File: config.mk
export PLATFORM = sky130hd
export DESIGN_NAME = tick_timer_flat
export DESIGN_NICKNAME = d
export VERILOG_FILES = /design/src/rtl/tick_timer_pkg.sv /design/src/rtl/tick_timer_if.sv /design/src/rtl/tick_timer_cnt.sv /design/src/rtl/tick_timer.sv /design/src/flat_wrapper.sv
export SDC_FILE = /design/constraint.sdc
export NUM_CORES = 1
export LEC_CHECK = 0
export CAP_MARGIN = 10
export CORE_MARGIN = 5
export CORE_UTILIZATION = 45
export DETAILED_ROUTE_END_ITERATION = 10
export PLACE_DENSITY = 0.75
export SLEW_MARGIN = 20
export SYNTH_ARGS = -nofsm -noshare
export SYNTH_HDL_FRONTEND = slang
export SYNTH_SLANG_ARGS = --single-unit
File: constraint.sdc
create_clock -name clk -period 7.8 [get_ports clk]
set_input_delay 1.56 -clock clk [delete_from_list [all_inputs] [get_ports clk]]
set_output_delay 1.56 -clock clk [all_outputs]
set_load 0.01 [all_outputs]
File: src/rtl/tick_timer_pkg.sv
// Shared types and constants for the tick_timer slice.
// Optional periodic mode is enabled by defining TICK_TIMER_RELOAD_EN.
package tick_timer_pkg;

    localparam int TICK_TIMER_W = 16;

    typedef enum logic [1:0] {
        IDLE  = 2'd0,
        RUN   = 2'd1,
        PAUSE = 2'd2
    } tick_timer_state_e;

endpackage

File: src/rtl/tick_timer_if.sv
// Load/strobe/status bundle between a controller (master) and the timer (slave).
// reload_i exists only when TICK_TIMER_RELOAD_EN is defined.
interface tick_timer_if
    import tick_timer_pkg::*;
#(
    parameter int W = TICK_TIMER_W
);

    logic         tick_i;
    logic         load_valid;
    logic         load_ready;
    logic [W-1:0] load_value;
`ifdef TICK_TIMER_RELOAD_EN
    logic         reload_i;
`endif
    logic         pause_i;
    logic         abort_i;
    logic         busy;
    logic [W-1:0] count;
    logic         done;
    logic         err;

    modport master (
        output tick_i,
        output load_valid,
        output load_value,
`ifdef TICK_TIMER_RELOAD_EN
        output reload_i,
`endif
        output pause_i,
        output abort_i,
        input  load_ready,
        input  busy,
        input  count,
        input  done,
        input  err
    );

    modport slave (
        input  tick_i,
        input  load_valid,
        input  load_value,
`ifdef TICK_TIMER_RELOAD_EN
        input  reload_i,
`endif
        input  pause_i,
        input  abort_i,
        output load_ready,
        output busy,
        output count,
        output done,
        output err
    );

endinterface

File: src/rtl/tick_timer_cnt.sv
// W-bit loadable down-counter with enable, synchronous clear and an is-one flag.
// Priority is clear, then load, then decrement; decrement saturates at zero.
module tick_timer_cnt
    import tick_timer_pkg::*;
#(
    parameter int W = TICK_TIMER_W
) (
    input  logic         clk,
    input  logic         rstn,
    input  logic         i_clr,
    input  logic         i_load,
    input  logic [W-1:0] i_load_value,
    input  logic         i_en,
    output logic [W-1:0] o_count,
    output logic         o_is_one
);

    logic [W-1:0] r_count;

    always_ff @(posedge clk or negedge rstn) begin
        if (!rstn) begin
            r_count <= '0;
        end else if (i_clr) begin
            r_count <= '0;
        end else if (i_load) begin
            r_count <= i_load_value;
        end else if (i_en && (r_count != '0)) begin
            r_count <= r_count - W'(1);
        end
    end

    assign o_count  = r_count;
    assign o_is_one = (r_count == W'(1));

endmodule

File: src/rtl/tick_timer.sv
// Down-counting timer that turns N prescaler strobes into a one-cycle done pulse.
// Periodic (reload) mode is built only when TICK_TIMER_RELOAD_EN is defined.
module tick_timer
    import tick_timer_pkg::*;
#(
    parameter int W = TICK_TIMER_W
) (
    input  logic         clk,
    input  logic         rstn,
    tick_timer_if.slave  bus
);

    tick_timer_state_e r_state;
    tick_timer_state_e w_next_state;

    logic         w_clr;
    logic         w_load;
    logic         w_dec;
    logic [W-1:0] w_load_val;
    logic         w_done_nxt;
    logic         w_err_nxt;
    logic [W-1:0] w_count;
    logic         w_is_one;
    logic         r_done;
    logic         r_err;

`ifdef TICK_TIMER_RELOAD_EN
    logic [W-1:0] r_period;
    logic         r_reload;
    logic         w_accept;

    assign w_accept = (r_state == IDLE) && bus.load_valid;

    always_ff @(posedge clk or negedge rstn) begin
        if (!rstn) begin
            r_period <= '0;
            r_reload <= 1'b0;
        end else if (w_accept) begin
            r_period <= bus.load_value;
            r_reload <= bus.reload_i;
        end
    end
`endif

    always_ff @(posedge clk or negedge rstn) begin
        if (!rstn) begin
            r_state <= IDLE;
            r_done  <= 1'b0;
            r_err   <= 1'b0;
        end else begin
            r_state <= w_next_state;
            r_done  <= w_done_nxt;
            r_err   <= w_err_nxt;
        end
    end

    // Abort beats pause beats tick; a paused cycle drops its tick.
    always_comb begin
        w_next_state = r_state;
        w_clr        = 1'b0;
        w_load       = 1'b0;
        w_dec        = 1'b0;
        w_load_val   = bus.load_value;
        w_done_nxt   = 1'b0;
        w_err_nxt    = 1'b0;
        case (r_state)
            IDLE: begin
                if (bus.load_valid) begin
                    w_load = 1'b1;
                    if (bus.load_value == '0) begin
                        w_err_nxt = 1'b1;
                    end else begin
                        w_next_state = RUN;
                    end
                end
            end
            RUN, PAUSE: begin
                if (bus.abort_i) begin
                    w_clr        = 1'b1;
                    w_next_state = IDLE;
                end else if (bus.pause_i) begin
                    w_next_state = PAUSE;
                end else begin
                    w_next_state = RUN;
                    if (bus.tick_i) begin
                        if (w_is_one) begin
                            w_done_nxt = 1'b1;
`ifdef TICK_TIMER_RELOAD_EN
                            if (r_reload) begin
                                w_load     = 1'b1;
                                w_load_val = r_period;
                            end else begin
                                w_clr        = 1'b1;
                                w_next_state = IDLE;
                            end
`else
                            w_clr        = 1'b1;
                            w_next_state = IDLE;
`endif
                        end else begin
                            w_dec = 1'b1;
                        end
                    end
                end
            end
            default: begin
                w_clr        = 1'b1;
                w_next_state = IDLE;
            end
        endcase
    end

    tick_timer_cnt #(
        .W (W)
    ) u_cnt (
        .clk          (clk),
        .rstn         (rstn),
        .i_clr        (w_clr),
        .i_load       (w_load),
        .i_load_value (w_load_val),
        .i_en         (w_dec),
        .o_count      (w_count),
        .o_is_one     (w_is_one)
    );

    assign bus.load_ready = (r_state == IDLE);
    assign bus.busy       = (r_state != IDLE);
    assign bus.count      = w_count;
    assign bus.done       = r_done;
    assign bus.err        = r_err;

endmodule

File: src/flat_wrapper.sv
// flat-port wrapper written by rule: the top's interface ports become plain ports
module tick_timer_flat import tick_timer_pkg::*;
#(
    parameter int W = TICK_TIMER_W
)
  (clk, rstn, bus_tick_i, bus_load_valid, bus_load_value, bus_pause_i, bus_abort_i, bus_load_ready, bus_busy, bus_count, bus_done, bus_err);
  tick_timer_if #(.W(W)) bus_i ();
  input  logic clk;
  input  logic rstn;
  input wire logic [$bits(bus_i.tick_i)-1:0] bus_tick_i;
  input wire logic [$bits(bus_i.load_valid)-1:0] bus_load_valid;
  input wire logic [$bits(bus_i.load_value)-1:0] bus_load_value;
  input wire logic [$bits(bus_i.pause_i)-1:0] bus_pause_i;
  input wire logic [$bits(bus_i.abort_i)-1:0] bus_abort_i;
  output wire logic [$bits(bus_i.load_ready)-1:0] bus_load_ready;
  output wire logic [$bits(bus_i.busy)-1:0] bus_busy;
  output wire logic [$bits(bus_i.count)-1:0] bus_count;
  output wire logic [$bits(bus_i.done)-1:0] bus_done;
  output wire logic [$bits(bus_i.err)-1:0] bus_err;
  assign bus_i.tick_i = bus_tick_i;
  assign bus_i.load_valid = bus_load_valid;
  assign bus_i.load_value = bus_load_value;
  assign bus_i.pause_i = bus_pause_i;
  assign bus_i.abort_i = bus_abort_i;
  assign bus_load_ready = bus_i.load_ready;
  assign bus_busy = bus_i.busy;
  assign bus_count = bus_i.count;
  assign bus_done = bus_i.done;
  assign bus_err = bus_i.err;
  tick_timer #(.W(W)) u_core (.clk(clk), .rstn(rstn), .bus(bus_i));
endmodule
==> flow_metrics.tcl, run 1 <==
set metrics [dict create \
    status "complete, no violations" \
    drv_slew 0 \
    ctsRootBufferMaster "clkbuf_4" \
    boundaryPins 42 \
    crit_path_end_kind "flop" \
    synth_top_family_by_area "simple AND/OR/NAND/NOR gates" \
    drive_gt1_share_pct 5.50 \
    ys_seq_area_share_pct 36.3 \
    ant_nets 0 \
    avgSynthCellArea_um2 8.52 \
    synth_largest_area_cell "dfrtp_1" \
    rows 20 \
    hold_end "u_core.r_state[0]" \
    grt.overflow.total 0 \
    p_leak_nw 0.684 \
    setup-tns-final_ns 0 \
    cap_violations 0 \
    cts-htree-levels 1 \
    grt_max_degree 26 \
    max_freq_ghz 0.263 \
    r2r-start "u_core.r_state[0]" \
    tightest_slew_ns 0.912 \
    finalCritPeriodShare_pct 48.7 \
    cts_resized 0 \
    drc 0 \
    clk_latency_ns 0.30 \
    finalHoldViolations 0 \
    r2r_cells 7 \
    clock_sinks 20 \
    slew_headroom_pct 39.0 \
    grt_pass1_vias 1490 \
    numCtsBuffers 3 \
    cp_data_arrival_time_ns 3.97 \
    cts_setup_buffers 0 \
    core_mm2 0.00300 \
    antenna_found_initial 0 \
    worst_slack_ns 4.00 \
    hold_depth 2 \
    cts.clk_slew.worst_paths_ns 0.12 \
    dieArea_mm2 0.00427 \
    hp-start "u_core.r_state[0]" \
    synthMuxAreaShare_pct 0 \
    dr.pass1.iters 4 \
    cts.path.max_buffers 2 \
    critPathKind "in -> reg" \
    synth_top_area_share_pct 36.3 \
    place_hpwl_um 2940 \
    synth_edf_count 0 \
    die_h_um 65.4 \
    viasPerCell 6.34 \
    grt_pass1_wl_um 6760 \
    postSynthCellCount 162 \
    ys.flop_type "dfrtp_1" \
    netlist_top_cells_area "dfrtp_1, nor2_1, nand2_1" \
    dpl_worst_slack_ns 3.69 \
    synth_xor_area_share_pct 1.90 \
    dr_total_vias 1477 \
    p_per_area_mw_per_mm2 404 \
    syn_area_mm2 0.00138 \
    die_w_um 65.4 \
    final_net_count 227 \
    synth_fa_ha_area_share_pct 3.63 \
    skew_ns 0.00777 \
    ys_warn_count 0 \
    synth_fp_nets 188 \
    required_ns 7.98 \
    ys_types 43 \
    globalplace.congestion 0.967 \
    synth_compound_area_share_pct 25.0 \
    holdBufCountCts 0 \
    grt_setup_unrepaired "no" \
    fin_crit_ns 3.80 \
    startpoint_type "input pin" \
    syn_to_final_growth_pct 32.8 \
    diodes 0 \
    ys_ff_latch 20 \
    portBuffers 41 \
    drt-initial-drc-count 63 \
    ys_async_sr_fraction_pct 100 \
    r2r_setup_slack_ns 4.93 \
    routedWlPerCell_um 16.7 \
    track_usage_pct 19.9 \
    hold_class "reg -> reg" \
    wirelength_um 3900 \
    finalSetupViolCount 0 \
    synthSimpleGateAreaFrac_pct 29.3 \
    start_util_pct 46.0 \
    cts_tree "done" \
    vdd.ir_drop.worst_v 0.000209 \
    path_max_fanout 6 \
    rr_endpoint "u_core.u_cnt.o_count[9]" \
]
==> Yosys cell counts, types with 4 or more instances <==
cell type and instances:
dfrtp_1 20, nor2_1 19, nand2_1 18, a21oi_1 12, a211oi_1 7, nor4_1 7
o21ai_0 6, clkbuf_1 5, inv_1 5, ha_1 4, nor3_1 4, o31ai_1 4
o41ai_1 4
==> worst max-delay path by stage <==
stage               cells after the start  slack, ns                       end         from
global placement                        6       3.81   u_core.u_cnt.o_count[9]  bus_abort_i
CTS                                     6       4.02  u_core.u_cnt.o_count[11]  bus_pause_i
detailed placement                      6       3.69   u_core.u_cnt.o_count[7]  bus_pause_i
floorplan                               5       4.53   u_core.u_cnt.o_count[9]  bus_pause_i
global route                            6       3.69   u_core.u_cnt.o_count[7]  bus_pause_i
finish                                  6       4.00   u_core.u_cnt.o_count[9]  bus_pause_i
==> report_power, final <==
part           total, mW  switching (mW)  internal (mW)
combinational      0.493           0.282          0.211
sequential         0.187          0.0473          0.140
clock             0.0605          0.0320         0.0285
==> metrics by stage <==
stage | util (%) | instance area, um^2 | total power [mW] | hold WS (ns) | cells
final | 61.0 | 1830 | 0.741 | 0.534 | 233
after global routing | 61.0 | 1830 | 0.810 | 0.580 | 233
after CTS | 61.0 | 1830 | 0.740 | 0.537 | 233
after detailed placement | 59.8 | 1800 | 0.677 | 0.515 | 229
after global placement | 59.8 | 1800 | 0.674 | 0.497 | 229
after floorplan | - | 1380 | 0.524 | 0.475 | 162
==> flip-flops by register name, indices dropped and copies added (netlist names) <==
signal,count
u_core.u_cnt.o_count,16
u_core.r_state,2
u_core.bus.done,1
u_core.bus.err,1
==> worst max-delay path, cell delays in order <==
cell	delay, ns
clkdlybuf4s50_1	0.47
nor4bb_1	0.78
nand2_1	0.29
or4_2	0.60
a32oi_1	0.21
nor2_1	0.06
==> logic make-up after synthesis <==
family                     Yosys count
and+or+nand+nor                     74
adders and majority gates            4
buffers and inverters               12
AOI/OAI and AO/OA                   49
DFF                                 20
xor gates and xnor gates             3
==> cells in the final DEF, fill, tap and decap left out, types with 5 or more instances in the layout <==
| master | synthesis | final |
|---|---|---|
| o21ai_0 | 6 | 6 |
| nor4_1 | 7 | 7 |
| a211oi_1 | 7 | 7 |
| a21oi_1 | 12 | 12 |
| dfrtp_1 | 20 | 20 |
| clkdlybuf4s50_1 | 0 | 41 |
| nor2_1 | 19 | 19 |
| inv_1 | 5 | 5 |
| nand2_1 | 18 | 18 |
==> routing by layer <==
metal  global-route usage (%)  share of wire, %
met1                     27.0                44
met2                     32.4                49
met3                     2.56               5.8
met4                     7.25               1.4
met5                        0                 0
==> final cells by class <==
type,instances,area (um^2)
fillers,266,1170
inverters,5,18.8
well taps,33,41.3
multi-input cells,130,826
flip-flops and latches,20,500
repair buffers,41,410
clock buffers,4,36.3
Power figures use the tool's default switching activity.
==> inputs of run 2 (changes only) <==
==> constraint.sdc (replaced) <==
create_clock -name clk -period 4 [get_ports clk]
set_input_delay 0.8 -clock clk [delete_from_list [all_inputs] [get_ports clk]]
set_output_delay 0.8 -clock clk [all_outputs]
set_load 0.01 [all_outputs]
==> flow_metrics.tcl, run 2 (synthesized netlist as in run 1, its figures left out) <==
set metrics [dict create \
    cts_setup_buffers 0 \
    crit_slowest_cell "a31oi_1" \
    setup-tns-final_ns 0 \
    cts.clk_slew.worst_paths_ns 0.12 \
    vdd.ir_drop.worst_v 0.000374 \
    clk_latency_ns 0.31 \
    grt_pass1_wl_um 6650 \
    hold_class "reg -> reg" \
    grt_max_degree 26 \
    wirelength_um 4120 \
    slew_headroom_pct 38.6 \
    routedWlPerCell_um 17.6 \
    path_max_fanout 20 \
    numCtsBuffers 3 \
    cp_slowest_stage_delay_ns 0.69 \
    cap_violations 0 \
    start_util_pct 46.0 \
    core_mm2 0.00300 \
    globalplace.congestion 0.911 \
    layout_common_cells "clkdlybuf4s50_1, dfrtp_1, nor2_1" \
    cpLargestDelayFamily "compound AO/OA/AOI/OAI gates" \
    dpl_cell_area_mm2 0.00181 \
    path_cells "clkdlybuf4s50_1 -> and2_1 -> nor2_1 -> a31oi_1 -> a21oi_1 -> a211oi_1" \
    cp.depth 6 \
    fin_util_pct 61.1 \
    diodes 0 \
    drive_gt1_share_pct 5.97 \
    layout_commonest_cell "clkdlybuf4s50_1" \
    grt_setup_unrepaired "no" \
    required_ns 4.22 \
    hold_depth 2 \
    grt_pass1_vias 1399 \
    finalSetupViolCount 0 \
    fin_crit_ns 2.91 \
    portBuffers 41 \
    grt.overflow.total 0 \
    holdBufCountCts 0 \
    die_h_um 65.4 \
    track_usage_pct 19.8 \
    finalPower_mw 1.44 \
    drv_slew 0 \
    finalHoldViolations 0 \
    cts_tree "done" \
    final_net_count 229 \
    cts_resized 0 \
    drt-initial-drc-count 106 \
    p_leak_nw 0.686 \
    rows 20 \
    cts.path.max_buffers 2 \
    finalCritPeriodShare_pct 72.8 \
    ant_nets 0 \
    dieArea_mm2 0.00427 \
    place_hpwl_um 3070 \
    dpl_worst_slack_ns 0.823 \
    skew_ns 0.0138 \
    clock_sinks 20 \
    boundaryPins 42 \
    fin_area_mm2 0.00183 \
    drc 0 \
    tightest_slew_ns 0.917 \
    dr.pass1.iters 4 \
    startpoint_type "input pin" \
    cp_data_arrival_time_ns 3.13 \
    p_per_area_mw_per_mm2 787 \
    status "complete, no violations" \
    cts-htree-levels 1 \
    antenna_found_initial 0 \
    cp.buffers_inverters 1 \
    ctsRootBufferMaster "clkbuf_4" \
    dr_total_vias 1471 \
    viasPerCell 6.29 \
    syn_to_final_growth_pct 32.9 \
    worst_slack_ns 1.09 \
    max_freq_ghz 0.343 \
    die_w_um 65.4 \
    r2r_cells 7 \
    crit_path_end_kind "flop" \
    largest_reg_flops 16 \
    critPathKind "in -> reg" \
]
-- run 2: changes by cell type in the layout (fill, tap and decap cells not counted) --
cell,change
clkbuf_8,-1
buf_4,+2
-- run 2: per-layer routing --
layer	global-route usage (%)	share of wire, %	vias to the layer above
li1	-	-	711
met1	25.8	43	684
met2	32.9	48	69
met3	3.59	7.3	7
met4	6.99	1.6	0
met5	0	0	-
-- run 2: worst min-delay path, stage by stage (launching register included) --
cell and delay (ns):
dfrtp_1 0.38, nand2_1 0.05, o21ai_0 0.06
-- run 2: stage by stage --
step | hold WS [ns] | cells
global placement | 0.494 | 231
detailed placement | 0.501 | 231
CTS | 0.527 | 234
global route | 0.549 | 234
floorplan | 0.475 | 162
finish | 0.522 | 234
-- run 2: power by group --
group / switching [mW] / internal, mW
Sequential: 0.0927 / 0.273
Combinational: 0.563 / 0.417
Clock: 0.0630 / 0.0352
Total: 0.719 / 0.725
-- run 2: area by class of cell --
class / instances / area [um^2]
Fill cell: 280 / 1170
Sequential cell: 20 / 500
Clock buffer: 3 / 22.5
Multi-Input combinational cell: 130 / 826
Tap cell: 33 / 41.3
Inverter: 5 / 18.8
Timing Repair Buffer: 43 / 425
-- run 2: final timing paths --
check / start / endpoint / slack (ns)
setup / recovery: bus_load_valid / u_core.u_cnt.o_count[11] / 1.09
max in group asynchronous: rstn / u_core.u_cnt.o_count[5] / 2.44
setup reg to reg: u_core.u_cnt.o_count[1] / u_core.u_cnt.o_count[12] / 1.19
hold reg to reg: u_core.r_state[1] / u_core.r_state[1] / 0.52
hold / removal: u_core.r_state[1] / u_core.r_state[1] / 0.52
min in group asynchronous: rstn / u_core.u_cnt.o_count[8] / 0.99
